[src/rtl/mux_rr_arbiter.sv]
// Round-robin arbiter that shares the gate-level 4:1 mux between four requesters.
// Optional build macro ARB_PRIO0_EN: channel 0 wins every arbitration point it requests.

module mux (
  input  logic       i0,
  input  logic       i1,
  input  logic       i2,
  input  logic       i3,
  input  logic [1:0] s,
  output logic       m
);
  assign m = (~s[1] & ~s[0] & i0) |
             (~s[1] &  s[0] & i1) |
             ( s[1] & ~s[0] & i2) |
             ( s[1] &  s[0] & i3);
endmodule

module mux_rr_arbiter #(
  parameter int MAX_HOLD = 4,
  parameter int CNT_W    = 4
) (
  input  logic       clk,
  input  logic       rst_n,
  input  logic [3:0] req,
  input  logic       i0,
  input  logic       i1,
  input  logic       i2,
  input  logic       i3,
  output logic [3:0] gnt,
  output logic [1:0] sel,
  output logic       m,
  output logic       m_valid,
  output logic       busy
);

  typedef enum logic {IDLE, GRANT} state_e;

  localparam logic [CNT_W-1:0] HOLD_LAST = CNT_W'(MAX_HOLD - 1);

  state_e           state_q, state_d;
  logic [1:0]       last_q, last_d;
  logic [CNT_W-1:0] hold_q, hold_d;
  logic [3:0]       gnt_q, gnt_d;
  logic [1:0]       sel_q, sel_d;
  logic             m_q, m_d;
  logic             m_valid_q, m_valid_d;
  logic             mux_y;
  logic [1:0]       winner;
  logic             own_req, other_req;

  mux u_mux (
    .i0 (i0),
    .i1 (i1),
    .i2 (i2),
    .i3 (i3),
    .s  (sel_q),
    .m  (mux_y)
  );

  // Search starts just after 'from' and wraps round, so 'from' itself is checked last.
  function automatic logic [1:0] pick_winner(input logic [1:0] from, input logic [3:0] r);
    logic [1:0] idx;
    logic       found;
    pick_winner = from;
    found       = 1'b0;
    for (int i = 1; i <= 4; i++) begin
      idx = from + 2'(i);
      if (r[idx] && !found) begin
        pick_winner = idx;
        found       = 1'b1;
      end
    end
`ifdef ARB_PRIO0_EN
    if (r[0]) pick_winner = 2'd0;
`endif
  endfunction

  // NOTE: state is updated with non-blocking assignments so every register sees pre-edge values.
  always_ff @(posedge clk or negedge rst_n) begin
    if (!rst_n) begin
      state_q   <= IDLE;
      last_q    <= 2'd3;
      hold_q    <= '0;
      gnt_q     <= 4'b0000;
      sel_q     <= 2'd0;
      m_q       <= 1'b0;
      m_valid_q <= 1'b0;
    end else begin
      state_q   <= state_d;
      last_q    <= last_d;
      hold_q    <= hold_d;
      gnt_q     <= gnt_d;
      sel_q     <= sel_d;
      m_q       <= m_d;
      m_valid_q <= m_valid_d;
    end
  end

  assign own_req   = |(req & gnt_q);
  assign other_req = |(req & ~gnt_q);

  // NOTE: every signal gets a default at the top of always_comb so no path infers a latch.
  always_comb begin
    state_d   = state_q;
    last_d    = last_q;
    hold_d    = hold_q;
    gnt_d     = gnt_q;
    sel_d     = sel_q;
    m_d       = m_q;
    m_valid_d = 1'b0;
    winner    = 2'd0;

    unique case (state_q)
      IDLE: begin
        if (|req) begin
          winner  = pick_winner(last_q, req);
          state_d = GRANT;
          sel_d   = winner;
          gnt_d   = 4'b0001 << winner;
          hold_d  = '0;
        end
      end
      GRANT: begin
        m_d       = mux_y;
        m_valid_d = 1'b1;
        if (own_req) begin
          if (hold_q == HOLD_LAST && other_req) begin
            last_d = sel_q;
            winner = pick_winner(sel_q, req);
            sel_d  = winner;
            gnt_d  = 4'b0001 << winner;
            hold_d = '0;
          end else begin
            hold_d = (hold_q == HOLD_LAST) ? '0 : hold_q + 1'b1;
          end
        end else begin
          last_d = sel_q;
          if (|req) begin
            // Hand-over in the same edge keeps the mux busy with no idle bubble.
            winner = pick_winner(sel_q, req);
            sel_d  = winner;
            gnt_d  = 4'b0001 << winner;
            hold_d = '0;
          end else begin
            state_d = IDLE;
            gnt_d   = 4'b0000;
          end
        end
      end
      default: state_d = IDLE;
    endcase
  end

  always_comb begin
    gnt     = gnt_q;
    sel     = sel_q;
    m       = m_q;
    m_valid = m_valid_q;
    busy    = (state_q == GRANT);
  end

endmodule
[config.mk]
export PLATFORM = sky130hd
export DESIGN_NAME = mux_rr_arbiter
export DESIGN_NICKNAME = d
export VERILOG_FILES = /design/src/rtl/mux_rr_arbiter.sv
export SDC_FILE = /design/constraint.sdc
export NUM_CORES = 1
export LEC_CHECK = 0
export CAP_MARGIN = 0
export CORE_UTILIZATION = 50
export DETAILED_ROUTE_END_ITERATION = 8
export PLACE_DENSITY = 0.75
export SLEW_MARGIN = 20
export SYNTH_ARGS = -nofsm -noshare
export SYNTH_HDL_FRONTEND = slang
export SYNTH_SLANG_ARGS = --single-unit
[constraint.sdc]
create_clock -name clk -period 4.2 [get_ports clk]
set_input_delay 0.84 -clock clk [delete_from_list [all_inputs] [get_ports clk]]
set_output_delay 0.84 -clock clk [all_outputs]
set_load 0.005 [all_outputs]
==> results by group <==
Outcome
  – Status: complete, no violations

Min path
  – Hold crit path type: reg2reg
  – Worst hold stages: 1
  – Hold Path Origin: hold_q[3]$_DFF_PN0_
  – Worst Hold Path EP: hold_q[3]$_DFF_PN0_

Finish
  – Fin util: 0.626
  – Post-route cell area: 1410 sq um
  – Area growth, synth to finish: 15.5%
  – Final net count: 167
  – Layout cells sized above 1: 0.106
  – # diodes: 0

Floorplanning
  – Die height: 51.4 um
  – Initial core utilization: 0.542
  – FP Rows: 17
  – Ports: 19
  – Core area: 2250 sq um
  – Full die area: 2650 sq um
  – Die X: 51.4 um

CTS
  – CTS hold repair buffers: 0
  – Post-CTS setup buffers: 0
  – Clock sink count: 15
  – TritonCTS clock tree: yes
  – H-tree depth: 1
  – Clock slew at reported path FFs: 0.08 ns
  – CTS root buffer: clkbuf_4
  – Clk buf depth: 2
  – Clk_lat worst skew: 0.29 ns
  – PostCTS Resize Cnt: 0
  – Num CTS Buffers: 3

Synth
  – Post-Syn Area: 1220 sq um
  – Main synth FF type: dfrtp_1
  – Post-synth ARST share: 1.00
  – Flops & latches, synth: 15
  – Distinct cells, synth: 49
  – Ys Warns: 0
  – Post-synth top area share: 0.266
  – Leading area contributor after synthesis: dfrtp_1
  – Number of synthesized flops with an enable pin: 0
  – Syn_area_per_cell: 8.92 sq um
  – Sequential area share after synthesis: 0.309
  – Syn_nets: 152
  – Post-Syn Instances: 137
  – Top cells by area, synth: dfrtp_1, ha_1, o21ai_0
  – Synth top cells by count: dfrtp_1, o21ai_0, nand2_1
  – Count leader, synth: dfrtp_1

Pwr
  – Sw frac: 0.450
  – Int Power: 0.570 mW
  – Leak pwr: 0.566 nW
  – Power Density: 733 nW/um^2
  – Switch Pwr: 0.465 mW
  – Clock Power Share: 0.079
  – Power Total: 1.03 mW
  – Reg power frac: 0.281
  – Combinational fraction of design power: 0.639
  – Max VDD drop: 481 uV

Placed design
  – DP HPWL: 2010 um
  – Placed cell area: 1390 sq um
  – RD Place Congestion: 0.910
  – Buffers on Ports: 18

STA
  – Tightest Pin Transition: 0.760 ns
  – Hold Violations, Final: 0
  – Tcrit/Tclk final: 0.733
  – FMAX: 0.325 GHz
  – Fin crit period: 3.08 ns
  – Unrepaired setup endpoints after global routing: false
  – Final Max Slew Viols: 0
  – Fin Setup TNS: 0 ns
  – Final Setup Violations: 0
  – Slew HR: 0.493
  – Worst clock skew: 0.00311 ns

Routing
  – Via density: 6.17
  – DRT iter0 DRCs: 30
  – Post-route DRC: 0
  – Pre-Repair DR Iteration Count: 4
  – Average wire per standard cell: 15.1 um
  – Vias: 1104
  – Final WL: 2700 um
  – Routed Antenna Nets: 0

Critical path
  – Delay-heaviest family, CP: flip-flops
  – Worst R2R Setup Slack: 1.12 ns
  – Worst r2r src: sel[0]$_DFFE_PN0P_
  – Arrival time worst endpoint: 3.26 ns
  – Worst Path Buf+Inv: 1
  – Crit path cell chain: inv_2, ha_1, mux2i_1, a32oi_1, or3_4, o211ai_2, a21oi_2, a221o_1
  – RR Endpoint: gnt[0]$_DFFE_PN0P_
  – Max incr delay on CP: 0.84 ns
  – Worst setup SP type: flop
  – Worst-path fanout max: 22
  – Worst setup EP type: flop
  – CP required: 4.38 ns
  – R2R depth: 8
  – Worst setup path class: reg2reg
  – Slowest stage cell, crit path: dfrtp_1

Global route
  – Antenna violations before repair: 0
  – First-pass GRT wire length: 4570 um
  – Grt total ovfl: 0
  – Largest net degree at the start of global routing: 23
  – Vias in the first global route: 1001
  – All-Layer GR Usage: 0.236

Run
  – Max-Cap Viols: 0
==> stage by stage <==
stage,std cells,setup slack (ns),hold slack [ns]
2_1_floorplan,137,1.74,0.394
3_3_place_gp,175,1.21,0.484
3_5_place_dp,175,1.12,0.495
4_1_cts,179,1.11,0.509
5_1_grt,179,0.885,0.545
6_report,179,1.12,0.510
==> cell usage in the layout, fill, tap and decap left out, types with 2 or more instances in the layout <==
cell | Yosys | layout
a21oi_1 | 6 | 6
a221o_1 | 2 | 2
a22o_1 | 2 | 2
a22oi_1 | 6 | 6
a31oi_1 | 2 | 2
clkbuf_4 | 1 | 3
clkdlybuf4s50_1 | 0 | 18
dfrtp_1 | 13 | 13
dfstp_2 | 2 | 2
ha_1 | 5 | 5
inv_1 | 4 | 4
inv_2 | 3 | 3
mux2i_1 | 2 | 2
mux4_2 | 2 | 2
nand2_1 | 11 | 11
nand2b_1 | 8 | 8
nand3_1 | 3 | 3
nor2_1 | 10 | 10
nor2b_1 | 3 | 3
nor3b_1 | 2 | 2
o21ai_0 | 12 | 12
o21ai_1 | 3 | 3
o221ai_1 | 2 | 2
o31ai_1 | 2 | 2
xnor2_1 | 3 | 3
==> how the worst max path moves through the flow <==
stage / startpoint / to / cells past startpoint
floorplan: sel[0]$_DFFE_PN0P_ / gnt[0]$_DFFE_PN0P_ / 10
global placement: req[0] / gnt[1]$_DFFE_PN0P_ / 6
detailed placement: sel[0]$_DFFE_PN0P_ / gnt[1]$_DFFE_PN0P_ / 8
CTS: sel[0]$_DFFE_PN0P_ / gnt[1]$_DFFE_PN0P_ / 8
global route: sel[0]$_DFFE_PN0P_ / gnt[1]$_DFFE_PN0P_ / 8
finish: sel[0]$_DFFE_PN0P_ / gnt[0]$_DFFE_PN0P_ / 8
==> registers in the layout, summed over array words and instances (netlist names) <==
name,flops
gnt,4
m_valid,1
m,1
busy,1
sel,2
last_q,2
hold_q,4
==> cell type report <==
cell class	count	area, sq um
Clock buffer	4	26.3
Fill cell	216	843
Inverter	7	26.3
Multi-Input combinational cell	107	766
Sequential cell	15	378
Tap cell	28	35.0
Timing Repair Buffer	18	180
==> cells by family after synthesis <==
logic type / share of synthesized area
compound gates: 0.262
xor+xnor: 0.0215
fa+ha+maj: 0.0512
buf+inv: 0.0645
flops: 0.309
mux: 0.0839
simple gates: 0.208
==> routing by layer <==
| metal | wire length, um | vias up | track usage |
|---|---|---|---|
| li1 | - | 533 | - |
| met2 | 1270 | 39 | 0.364 |
| met5 | 0 | - | 0 |
| met1 | 1220 | 527 | 0.313 |
| met4 | 36 | 0 | 0.0856 |
| met3 | 166 | 5 | 0.0655 |
==> power by group through the flow <==
| stage | combinational (mW) | clock (mW) | sequential [mW] |
|---|---|---|---|
| after floorplan | 0.529 | 0 | 0.254 |
| after global placement | 0.634 | 0 | 0.290 |
| after detailed placement | 0.656 | 0 | 0.296 |
| after CTS | 0.660 | 0.0841 | 0.292 |
| after global routing | 0.730 | 0.0911 | 0.306 |
| final | 0.661 | 0.0822 | 0.291 |
Power figures use the tool's default switching activity.
